<file path="src/rtl/mult_pkg.sv">
// Shared FSM state type and default operand width for the sequential multiplier.
package mult_pkg;

  localparam int MULT_DEFAULT_WIDTH = 6;

  typedef enum logic [1:0] {
    IDLE = 2'd0,
    BUSY = 2'd1,
    DONE = 2'd2
  } mult_state_e;

endpackage

</file>
<file path="src/rtl/mult_seq_step.sv">
// One radix-2 shift-add step: conditionally add the multiplicand, then advance
// the multiplicand (left) and the multiplier (right) by one bit. Pure combinational.
module mult_seq_step #(
  parameter int WIDTH = 6
) (
  input  logic [2*WIDTH-1:0] i_acc,
  input  logic [2*WIDTH-1:0] i_mcand,
  input  logic [WIDTH-1:0]   i_mplier,
  output logic [2*WIDTH-1:0] o_acc,
  output logic [2*WIDTH-1:0] o_mcand,
  output logic [WIDTH-1:0]   o_mplier
);

  assign o_acc    = i_mplier[0] ? (i_acc + i_mcand) : i_acc;
  assign o_mcand  = i_mcand << 1;
  assign o_mplier = i_mplier >> 1;

endmodule

</file>
<file path="src/rtl/mult_seq_param.sv">
// Sequential radix-2 shift-add multiplier, signed or unsigned per operation.
// Define MULT_SEQ_EARLY_TERM_EN to leave BUSY as soon as the remaining multiplier bits are zero.
module mult_seq_param
  import mult_pkg::*;
#(
  parameter int WIDTH = MULT_DEFAULT_WIDTH
) (
  input  logic               clk,
  input  logic               rstn,
  input  logic [WIDTH-1:0]   num1,
  input  logic [WIDTH-1:0]   num2,
  input  logic               is_signed,
  input  logic               in_valid,
  output logic               in_ready,
  output logic [2*WIDTH-1:0] result,
  output logic               out_valid,
  input  logic               out_ready
);

  localparam int CNT_W = $clog2(WIDTH);
  localparam logic [CNT_W-1:0] CNT_LAST = CNT_W'(WIDTH - 1);

  mult_state_e        r_state;
  logic [2*WIDTH-1:0] r_acc;
  logic [2*WIDTH-1:0] r_mcand;
  logic [WIDTH-1:0]   r_mplier;
  logic               r_neg;
  logic [CNT_W-1:0]   r_cnt;
  logic [2*WIDTH-1:0] r_result;
  logic               r_out_valid;

  logic               w_neg1;
  logic               w_neg2;
  logic [WIDTH-1:0]   w_mag1;
  logic [WIDTH-1:0]   w_mag2;
  logic [2*WIDTH-1:0] w_acc_next;
  logic [2*WIDTH-1:0] w_mcand_next;
  logic [WIDTH-1:0]   w_mplier_next;
  logic               w_last;

  // Magnitudes are taken as unsigned WIDTH-bit values, so the most-negative
  // operand maps to 2**(WIDTH-1) and its product stays exact.
  assign w_neg1 = is_signed & num1[WIDTH-1];
  assign w_neg2 = is_signed & num2[WIDTH-1];
  assign w_mag1 = w_neg1 ? (~num1 + {{(WIDTH-1){1'b0}}, 1'b1}) : num1;
  assign w_mag2 = w_neg2 ? (~num2 + {{(WIDTH-1){1'b0}}, 1'b1}) : num2;

  mult_seq_step #(.WIDTH(WIDTH)) u_step (
    .i_acc    (r_acc),
    .i_mcand  (r_mcand),
    .i_mplier (r_mplier),
    .o_acc    (w_acc_next),
    .o_mcand  (w_mcand_next),
    .o_mplier (w_mplier_next)
  );

`ifdef MULT_SEQ_EARLY_TERM_EN
  assign w_last = (r_cnt == CNT_LAST) || (w_mplier_next == '0);
`else
  assign w_last = (r_cnt == CNT_LAST);
`endif

  // in_ready is gated by rstn so it reads 0 during reset yet rises in the
  // very first cycle after release, without waiting for a clock edge.
  assign in_ready  = rstn & (r_state == IDLE);
  assign result    = r_result;
  assign out_valid = r_out_valid;

  // NOTE: every state register uses non-blocking assignment and is cleared by
  // the async reset, so an aborted operation leaves nothing behind.
  always_ff @(posedge clk or negedge rstn) begin
    if (!rstn) begin
      r_state     <= IDLE;
      r_acc       <= '0;
      r_mcand     <= '0;
      r_mplier    <= '0;
      r_neg       <= 1'b0;
      r_cnt       <= '0;
      r_result    <= '0;
      r_out_valid <= 1'b0;
    end else begin
      case (r_state)
        IDLE: begin
          if (in_valid) begin
            r_acc    <= '0;
            r_mcand  <= {{WIDTH{1'b0}}, w_mag1};
            r_mplier <= w_mag2;
            r_neg    <= w_neg1 ^ w_neg2;
            r_cnt    <= '0;
            r_state  <= BUSY;
          end
        end
        BUSY: begin
          r_acc    <= w_acc_next;
          r_mcand  <= w_mcand_next;
          r_mplier <= w_mplier_next;
          r_cnt    <= r_cnt + 1'b1;
          if (w_last) begin
            r_result    <= r_neg ? (~w_acc_next + {{(2*WIDTH-1){1'b0}}, 1'b1}) : w_acc_next;
            r_out_valid <= 1'b1;
            r_state     <= DONE;
          end
        end
        DONE: begin
          if (out_ready) begin
            r_out_valid <= 1'b0;
            r_state     <= IDLE;
          end
        end
        default: r_state <= IDLE;
      endcase
    end
  end

endmodule

</file>
<file path="config.mk">
export PLATFORM = sky130hd
export DESIGN_NAME = mult_seq_param
export DESIGN_NICKNAME = d
export VERILOG_FILES = /design/src/rtl/mult_pkg.sv /design/src/rtl/mult_seq_step.sv /design/src/rtl/mult_seq_param.sv
export SDC_FILE = /design/constraint.sdc
export NUM_CORES = 1
export LEC_CHECK = 0
export BUFFER_PORTS_ARGS = -buffer_cell sky130_fd_sc_hd__buf_2
export CAP_MARGIN = 0
export CORE_ASPECT_RATIO = 0.8
export CORE_MARGIN = 3
export CORE_UTILIZATION = 45
export CTS_CLUSTER_SIZE = 12
export DETAILED_ROUTE_END_ITERATION = 7
export PLACE_DENSITY_LB_ADDON = 0.15
export REMOVE_ABC_BUFFERS = 1
export SYNTH_ARGS = -nofsm -noshare
export SYNTH_HDL_FRONTEND = slang
export SYNTH_SLANG_ARGS = --single-unit
</file>
<file path="constraint.sdc">
create_clock -name clk -period 2.5 [get_ports clk]
set_clock_uncertainty 0.05 [all_clocks]
set_input_delay 0.125 -clock clk [delete_from_list [all_inputs] [get_ports clk]]
set_output_delay 0.125 -clock clk [all_outputs]
set_load 0.05 [all_outputs]
</file>
==> flow_summary.toml, run 1 <==
[cts]
cts_num_sinks = 49
ctsLongestPathBuffers = 2
clockRootBuffer = "clkbuf_8"
clkSlewWorstSetupHoldPaths_ns = 0.11
htree_levels = 2
cts_tree = "built"
cts_buffers = 5
clk_latency_ns = 0.32

[synthesis]
avgSynthCellArea_um2 = 9.07
synth_edf_count = 0
ys_ff_latch = 49
synthXorXnorAreaFrac_pct = 4.92
synthSimpleGateAreaFrac_pct = 20.0
synth_compound_area_share_pct = 23.1
yosysSeqAreaShare_pct = 38.3
synth_common_cells = "dfrtp_1 (49), nand2_1 (48), o21ai_0 (43)"
synth_most_common_cell = "dfrtp_1"
yosys_warnings = 0
synth_fa_ha_area_share_pct = 6.88
synth.distinct_cells = 67
syn_inst = 353
yosysTopAreaCell = "dfrtp_1"
yosys-top-cells-area = "dfrtp_1 (38%), o21ai_0 (6.7%), ha_1 (6.3%)"
async_flop_share_pct = 100
synth-main-ff-cell = "dfrtp_1"
netlist_area_um2 = 3200
yosysTopAreaCellShare_pct = 38.3
synth_top_family_by_area = "compound AO/OA/AOI/OAI gates"
muxShareOfSynthArea_pct = 2.62

[worst_setup_path]
critPathBufInv = 0
cpMostUsedCell = "a2111o_1"
reg2reg_setup_slack_ns = -0.17
cp_top_family = "compound AO/OA/AOI/OAI gates"
worstSetupPathType = "reg2reg"
critPathSlowestCell = "a2111o_1"
cp.required_ns = 2.64
cp_max_fo = 3
crit_arrival_ns = 2.82
cp-end-kind = "register"
path_cells = "ha_4 -> a2111o_1 -> o21bai_4 -> a2111o_1 -> o211a_2 -> and4_4 -> a21oi_2 -> xnor2_1 -> mux2_2"
critPathMaxStageDelay_ns = 0.45
start_kind = "register"

[final_layout]
final_layout_size_suffix_gt1_share_pct = 29.0
num_antenna_cells = 0
finalNetCount = 461
fin_area_um2 = 3990
ff_latch_area_um2 = 1230
fin_cells = 512
n_fill_cell = 610
syn2layout_area_growth_pct = 24.6
multiInputGateArea_um2 = 1950
final_util_pct = 60.1

[floorplan]
dieHeight_um = 81.4
initial_core_util_pct = 48.2
num_io_pins = 31
die_w_um = 100
num_rows = 26
die_area_um2 = 8170
core_area_um2 = 6640

[routing]
vias_per_cell = 5.46
first_pass_iters = 6
wl_per_cell_um = 14.8
drc = 0
vias = 2796
antenna_left = 0
drtIter0Drc = 191
drt_wl_total_um = 7570

[sta]
max-slew-margin-rel_pct = 44.0
tns_ns = -0.300
worst_pin_slew_ns = 0.837
fin_crit_sh_pct = 107
grt_setup_unrepaired = "true"
setup_violations = 5
fin_crit_ns = 2.67
drv_slew = 0
finalWorstSetupSlack_ns = -0.171
timing.final.hold_violations = 0
hold_ws_ns = 0.0181
max_freq_mhz = 374

[status]
status = "finished with violations"
violations = "negative setup slack"

[pwr]
ir_drop_mv = 0.489
totalPowerFinal_mw = 5.91
power.leakage_nw = 1.79
p_per_area_nw_per_um2 = 1480

[placement]
place_congestion = 0.907
placed_cell_area_um2 = 3720
hpwl_um = 5590
io_buffers = 30
place_ws_ns = -0.212
dp.cells = 496

[flow_run]
drv_cap = 0

[global_route]
antenna_found_initial = 0
grt_pass1_vias = 2730
grt_usage_pct = 20.3
grt_pass1_wl_um = 13200
grt_overflow = 0
grt_max_degree = 50

[hold_path]
hold_path.class = "in2reg"
## power breakdown
part | switching, mW | internal (mW) | leakage (nW)
Sequential | 0.282 | 1.13 | 0.624
Clock | 0.284 | 0.199 | 0.0445
Combinational | 2.18 | 1.84 | 1.12
## state kept, by name, indices dropped and copies added (netlist names)
signal,flops
out_valid,1
r_acc,12
r_cnt,3
r_mcand,12
r_mplier,6
r_neg,1
r_state,2
result,12
## area by class of cell
type | instances | share of cell area [%]
clock buffer | 5 | 1.72
multi-input combinational | 275 | 48.9
clock inverter | 3 | 0.533
timing repair buffer | 85 | 14.4
inverter | 11 | 1.03
tap | 84 | 2.63
sequential | 49 | 30.7
## timing repair
item | 4_1_cts | 5_1_grt
pin swaps | 7 | 11
hold buffers | 2 | 0
setup endpoints to repair | 5 | 10
setup buffers | 2 | 4
endpoints found under the hold margin | 50 | 0
resized for setup | 10 | 12
## kinds of logic (layout without fill, tap and decap cells)
family,count (synthesis),count (layout)
AO/OA/AOI/OAI,107,107
XOR/XNOR,18,18
buffers and inverters,29,104
adder cells (fa/ha/maj),17,17
flip-flops,49,49
AND/OR/NAND/NOR,125,125
multiplexers,8,8
## final timing paths
path / start / to / cells after the start
worst min register to register: result[8] / result[8] / 2
min in group asynchronous: rstn / result[6] / 3
max in group asynchronous: rstn / r_mcand[6] / 3
worst min-delay path: num2[5] / r_mplier[5] / 3
worst max register to register: r_acc[4] / result[10] / 9
worst max-delay path: r_acc[4] / result[10] / 9
## tightest hold or removal path, stage by stage
cell and delay [ns]:
buf_2 0.13, nand3_1 0.06, nand2_1 0.04
## per-layer routing
| metal | vias to the layer above | GRT usage (%) | share of wire [%] |
|---|---|---|---|
| met3 | 7 | 3.23 | 5.6 |
| met1 | 1305 | 29.3 | 50 |
| met5 | - | 0 | 0 |
| met2 | 52 | 31.9 | 44 |
| met4 | 0 | 5.11 | 0.92 |
| li1 | 1432 | - | - |
## placed cells by master (no fill, tap or decap), types with 3 or more instances in the layout
cell       n
buf_4     51
dfrtp_1   49
nand2_1   48
o21ai_0   43
buf_2     30
nand3_1   22
nor2_1    13
xnor2_1   13
ha_1      12
inv_1     11
a21oi_1   11
a22oi_1   10
mux2i_1    5
and2_1     5
nand2b_1   5
a21oi_2    5
xor2_1     5
clkbuf_8   5
nor2b_1    4
a31oi_1    3
o31ai_1    3
nor4_1     3
nand4b_1   3
a221o_1    3
mux2_2     3
or3_1      3
ha_4       3
No activity file was read; power rests on OpenSTA's default activity.
==> run 2: changes to the inputs <==
- REMOVE_ABC_BUFFERS: 1 -> default
==> run 2 against run 1 <==
Against the previous run:
- the flow still finishes with violations (negative setup slack)
- sequential power about the same
- final cell count increased by 0.98%
- via count rose by 5.9%
- global-route usage is 1.6 points higher
- flip-flop and latch count stayed put
- register-to-register slack worse by 0.06 ns
- core utilization increased by 2.3 points
- combinational power is 12% higher
- first-iteration DRC count up 23%
- die area is the same
- worst setup slack worse by 0.058 ns
- routed wire length increased by 14%
- highest routed layer unchanged
==> flow_summary.toml, run 2 (synthesis results as in run 1) <==
[worst_setup_path]
cp.required_ns = 2.66
critPathSlowestCell = "dfrtp_1"
critPathMaxStageDelay_ns = 0.43
cp_max_fo = 3
reg2reg_from = "r_acc[0]"
cp-end-kind = "register"
worstSetupPathType = "reg2reg"
cp_top_family = "compound AO/OA/AOI/OAI gates"
path_cells = "ha_4 -> fa_2 -> a21o_1 -> a221o_1 -> o311ai_2 -> and4b_2 -> and4_4 -> a21oi_2 -> xnor2_1 -> mux2_2"
reg2reg_setup_slack_ns = -0.23
critPathBufInv = 0
crit_arrival_ns = 2.89
startpoint = "r_acc[0]"
r2r.worst_path.cells = 10
start_kind = "register"
rr_endpoint = "result[10]"

[routing]
first_pass_iters = 5
drt_wl_total_um = 8630
vias = 2962
vias_per_cell = 5.73
wl_per_cell_um = 16.7
drc = 0
antenna_left = 0
drtIter0Drc = 235

[sta]
fin_crit_ns = 2.73
timing.final.hold_violations = 0
tns_ns = -0.810
max-slew-margin-rel_pct = 47.4
setup_violations = 5
drv_slew = 0
grt_setup_unrepaired = "true"
max_freq_mhz = 366
worst_pin_slew_ns = 0.786
hold_ws_ns = 0.0299
finalWorstSetupSlack_ns = -0.229
fin_crit_sh_pct = 109

[final_layout]
layout_commonest_cell = "buf_4"
fin_area_um2 = 4140
n_fill_cell = 564
multiInputGateArea_um2 = 2030
layout_common_cells = "buf_4 (56), nand2_1 (48), dfrtp_1 (48)"
final_layout_size_suffix_gt1_share_pct = 32.1
fin_cells = 517
num_antenna_cells = 0
ff_latch_area_um2 = 1230
finalNetCount = 466
syn2layout_area_growth_pct = 29.3

[placement]
dp.cells = 499
place_congestion = 0.873
hpwl_um = 6240
io_buffers = 30
placed_cell_area_um2 = 3770

[cts]
clockRootBuffer = "clkbuf_8"
ctsLongestPathBuffers = 2
htree_levels = 2
cts_buffers = 5
cts_tree = "built"
clkSlewWorstSetupHoldPaths_ns = 0.10
clk_latency_ns = 0.31
cts_num_sinks = 49

[global_route]
grt_overflow = 0
grt_pass1_wl_um = 14100
grt_max_degree = 29
grt_usage_pct = 21.9
grt_pass1_vias = 2799
antenna_found_initial = 0

[synthesis]
synth_nets = 387

[floorplan]
dieHeight_um = 81.4
core_area_um2 = 6640
initial_core_util_pct = 48.2
num_rows = 26
num_io_pins = 31
die_w_um = 100
die_area_um2 = 8170

[pwr]
power.leakage_nw = 1.85
ir_drop_mv = 0.864
p_per_area_nw_per_um2 = 1580
totalPowerFinal_mw = 6.56

[flow_run]
drv_cap = 0

[hold_path]
hold_depth = 3
hold_path_end = "r_mplier[5]"
min_from = "num2[5]"
hold_path.class = "in2reg"

[status]
violations = "negative setup slack"
status = "finished with violations"
## run 2: cell count changes in the layout (fill, tap and decap cells not counted), moves of 3 or more
cell     before  now
buf_4        51   56
o21ai_0      43   39
o21ai_1       1    5
a21oi_1      11    8
xnor2_1      13   10
xnor2_2       0    3
## run 2: layout make-up
class                   instances  share of cell area [%]
flip-flops and latches         49                    29.6
well taps                      84                    2.54
repair buffers                 90                    15.0
inverters                      11                   0.997
clock buffers                   5                    1.66
multi-input cells             275                    49.0
clock inverters                 3                    1.18
## run 2: where the power goes
group / internal (mW) / total, mW / leakage, nW / switching [mW]
clock: 0.305 / 0.606 / 0.0563 / 0.301
sequential: 1.13 / 1.43 / 0.623 / 0.300
combinational: 2.05 / 4.52 / 1.17 / 2.48
## run 2: routing by layer
| metal | wire length, µm | share of wire [%] | global-route usage (%) |
|---|---|---|---|
| met3 | 427 | 5.0 | 3.48 |
| met1 | 4500 | 52 | 33.7 |
| met2 | 3640 | 42 | 32.7 |
| met4 | 63 | 0.73 | 4.04 |
| met5 | 0 | 0 | 0 |
## run 2: metrics by stage
stage / setup slack [ns] / utilization [%]
2_1_floorplan: -0.150 / -
3_3_place_gp: -0.179 / 56.8
3_5_place_dp: -0.235 / 56.8
4_1_cts: -0.217 / 59.9
5_1_grt: -0.289 / 62.4
6_report: -0.229 / 62.4
## run 2: tightest hold or removal path, stage by stage
cell and delay, ns:
buf_2 0.12, nand3_1 0.06, nand2_1 0.05
## run 2: worst max path at each step
stage | endpoint | slack (ns) | cells after the start
floorplan | result[10] | -0.15 | 10
global placement | result[10] | -0.18 | 9
detailed placement | result[10] | -0.24 | 10
CTS | result[10] | -0.22 | 10
global route | result[10] | -0.29 | 11
finish | result[10] | -0.23 | 10
## run 2: timing repair
action / 4_1_cts / 5_1_grt
endpoints found under the hold margin: 22 / 0
endpoints found under the setup margin: 6 / 10
hold buffers: 2 / 0
resized for setup: 12 / 23
buffers inserted: 3 / 5
pin swaps: 9 / 13
==> run 3: changes to the inputs <==
==> constraint.sdc (replaced) <==
create_clock -name clk -period 2.5 [get_ports clk]
set_clock_uncertainty 0.05 [all_clocks]
set_input_delay 0.375 -clock clk [delete_from_list [all_inputs] [get_ports clk]]
set_output_delay 0.375 -clock clk [all_outputs]
set_load 0.05 [all_outputs]
==> run 3 against run 2 <==
Against the previous run:
- largest cell class unchanged
- combinational power is 5.3% lower
- flip-flop and latch count stayed put
- worst setup slack worse by 0.0011 ns
- count of clock-buffer cells in the layout is 1 higher
- fmax hardly changed
- register-to-register slack hardly changed
- the run still ends with negative setup slack left
- global-route usage is 0.98 points higher
==> flow_summary.toml, run 3 (synthesis results as in run 1) <==
[status]
status = "finished with violations"
violations = "negative setup slack"

[cts]
clkSlewWorstSetupHoldPaths_ns = 0.10
htree_levels = 2
clk_latency_ns = 0.31
cts_tree = "built"
ctsLongestPathBuffers = 2
cts_buffers = 5
clockRootBuffer = "clkbuf_8"
hold_buffers = 0
cts_num_sinks = 49

[final_layout]
syn2layout_area_growth_pct = 24.9
fin_area_um2 = 4000
finalNetCount = 457
n_fill_cell = 599
num_antenna_cells = 0
layout_commonest_cell = "buf_4"
final_layout_size_suffix_gt1_share_pct = 29.7
layout_common_cells = "buf_4 (50), dfrtp_1 (49), nand2_1 (47)"

[synthesis]
synth_nets = 387

[placement]
io_buffers = 30
place_congestion = 0.882
placed_cell_area_um2 = 3770
hpwl_um = 6250

[sta]
max_freq_mhz = 366
tns_ns = -0.823
setup_violations = 5
max-slew-margin-rel_pct = 46.2
finalWorstSetupSlack_ns = -0.230
worst_pin_slew_ns = 0.804
fin_crit_ns = 2.73
hold_ws_ns = 0.108
grt_setup_unrepaired = "true"
fin_crit_sh_pct = 109
timing.final.hold_violations = 0
drv_slew = 0

[global_route]
grt_pass1_wl_um = 14600
grt_pass1_vias = 2875
antenna_found_initial = 0
grt_max_degree = 50
grt_usage_pct = 22.9
grt_overflow = 0

[worst_setup_path]
worstSetupPathType = "reg2reg"
critPathSlowestCell = "dfrtp_1"
critPathBufInv = 0
startpoint = "r_acc[0]"
critPathMaxStageDelay_ns = 0.40
reg2reg_from = "r_acc[0]"
crit_arrival_ns = 2.89
start_kind = "register"
cp_top_family = "compound AO/OA/AOI/OAI gates"
cp-end-kind = "register"
cp_max_fo = 3
path_cells = "ha_2 -> fa_2 -> a21o_1 -> a221o_1 -> o311ai_2 -> and4b_1 -> and4_4 -> a21oi_2 -> xnor2_1 -> mux2_2"
cp.required_ns = 2.66

[routing]
drtIter0Drc = 180
wl_per_cell_um = 17.4
first_pass_iters = 4
antenna_left = 0
drt_wl_total_um = 8850
vias_per_cell = 5.80
drc = 0
vias = 2945

[floorplan]
die_area_um2 = 8170
dieHeight_um = 81.4
initial_core_util_pct = 48.2
num_rows = 26
num_io_pins = 31
core_area_um2 = 6640
die_w_um = 100

[hold_path]
hold_path.class = "in2async"

[pwr]
p_int_mw = 3.32
clkPwrFrac_pct = 10.0
sw_frac_of_total_pct = 47.5
p_per_area_nw_per_um2 = 1580
ir_drop_mv = 0.765
switchingPower_mw = 3.01
pwr-share-comb_pct = 67.7
pwr-share-seq_pct = 22.3
power.leakage_nw = 1.81

[flow_run]
drv_cap = 0
==> run 3: cell types whose count changed in the layout (fill, tap and decap cells not counted), sizes merged <==
| cell | previous run | this run |
|---|---|---|
| dlygate4sd3 | 2 | 0 |
| clkinvlp | 1 | 0 |
| buf | 88 | 81 |
| clkbuf | 5 | 6 |
==> run 3: worst register-to-register path, delay by kind of cell (launching register included) <==
| family | cells | cell delay, ns |
|---|---|---|
| AO/OA/AOI/OAI | 4 | 0.80 |
| adder cells (fa/ha/maj) | 2 | 0.57 |
| AND/OR/NAND/NOR | 2 | 0.48 |
| flip-flops | 1 | 0.40 |
| multiplexers | 1 | 0.26 |
| XOR/XNOR | 1 | 0.07 |
==> run 3: metrics by stage <==
stage | setup WS (ns) | power (mW) | utilization (%) | cells
floorplan | -0.150 | 3.96 | - | 353
global placement | -0.171 | 5.31 | 56.8 | 499
detailed placement | -0.194 | 5.38 | 56.8 | 499
CTS | -0.187 | 6.16 | 59.4 | 508
global route | -0.286 | 6.78 | 60.3 | 508
finish | -0.230 | 6.33 | 60.3 | 508
==> run 3: final cells by class <==
type | instances | area (µm²) | area share (%)
well taps | 84 | 105 | 2.63
multi-input cells | 275 | 1960 | 49.0
inverters | 11 | 41.3 | 1.03
flip-flops and latches | 49 | 1230 | 30.7
repair buffers | 81 | 546 | 13.6
clock inverters | 2 | 41.3 | 1.03
clock buffers | 6 | 82.6 | 2.06
==> run 3: worst paths after layout <==
check,endpoint,slack (ns),depth (start not counted)
worst max-delay path,result[10],-0.23,10
worst min-delay path,r_cnt[1],0.11,2
worst max register to register,result[10],-0.23,10
worst min register to register,result[6],0.44,2
max in group asynchronous,r_mcand[4],1.86,2
min in group clk,r_state[1],0.20,2
==> run 3: power by group through the flow <==
| stage | clock network, mW | registers, mW | logic [mW] |
|---|---|---|---|
| after CTS | 0.639 | 1.41 | 4.11 |
| final | 0.632 | 1.41 | 4.28 |
| after global routing | 0.676 | 1.45 | 4.65 |
| after global placement | 0 | 1.40 | 3.91 |
| after detailed placement | 0 | 1.41 | 3.97 |
| after floorplan | 0 | 1.64 | 2.32 |
==> run 3: layer usage <==
metal  global-route usage (%)  wire (µm)
met1                     34.9       4400
met5                        0          0
met3                     3.40        531
met4                     5.52         97
met2                     34.1       3820
==> run 3: repair_timing <==
action / CTS / global route
gates resized for setup: 9 / 11
cloned: 0 / 0
buffers inserted: 1 / 0
pin swaps: 2 / 2
endpoints found under the setup margin: 5 / 9
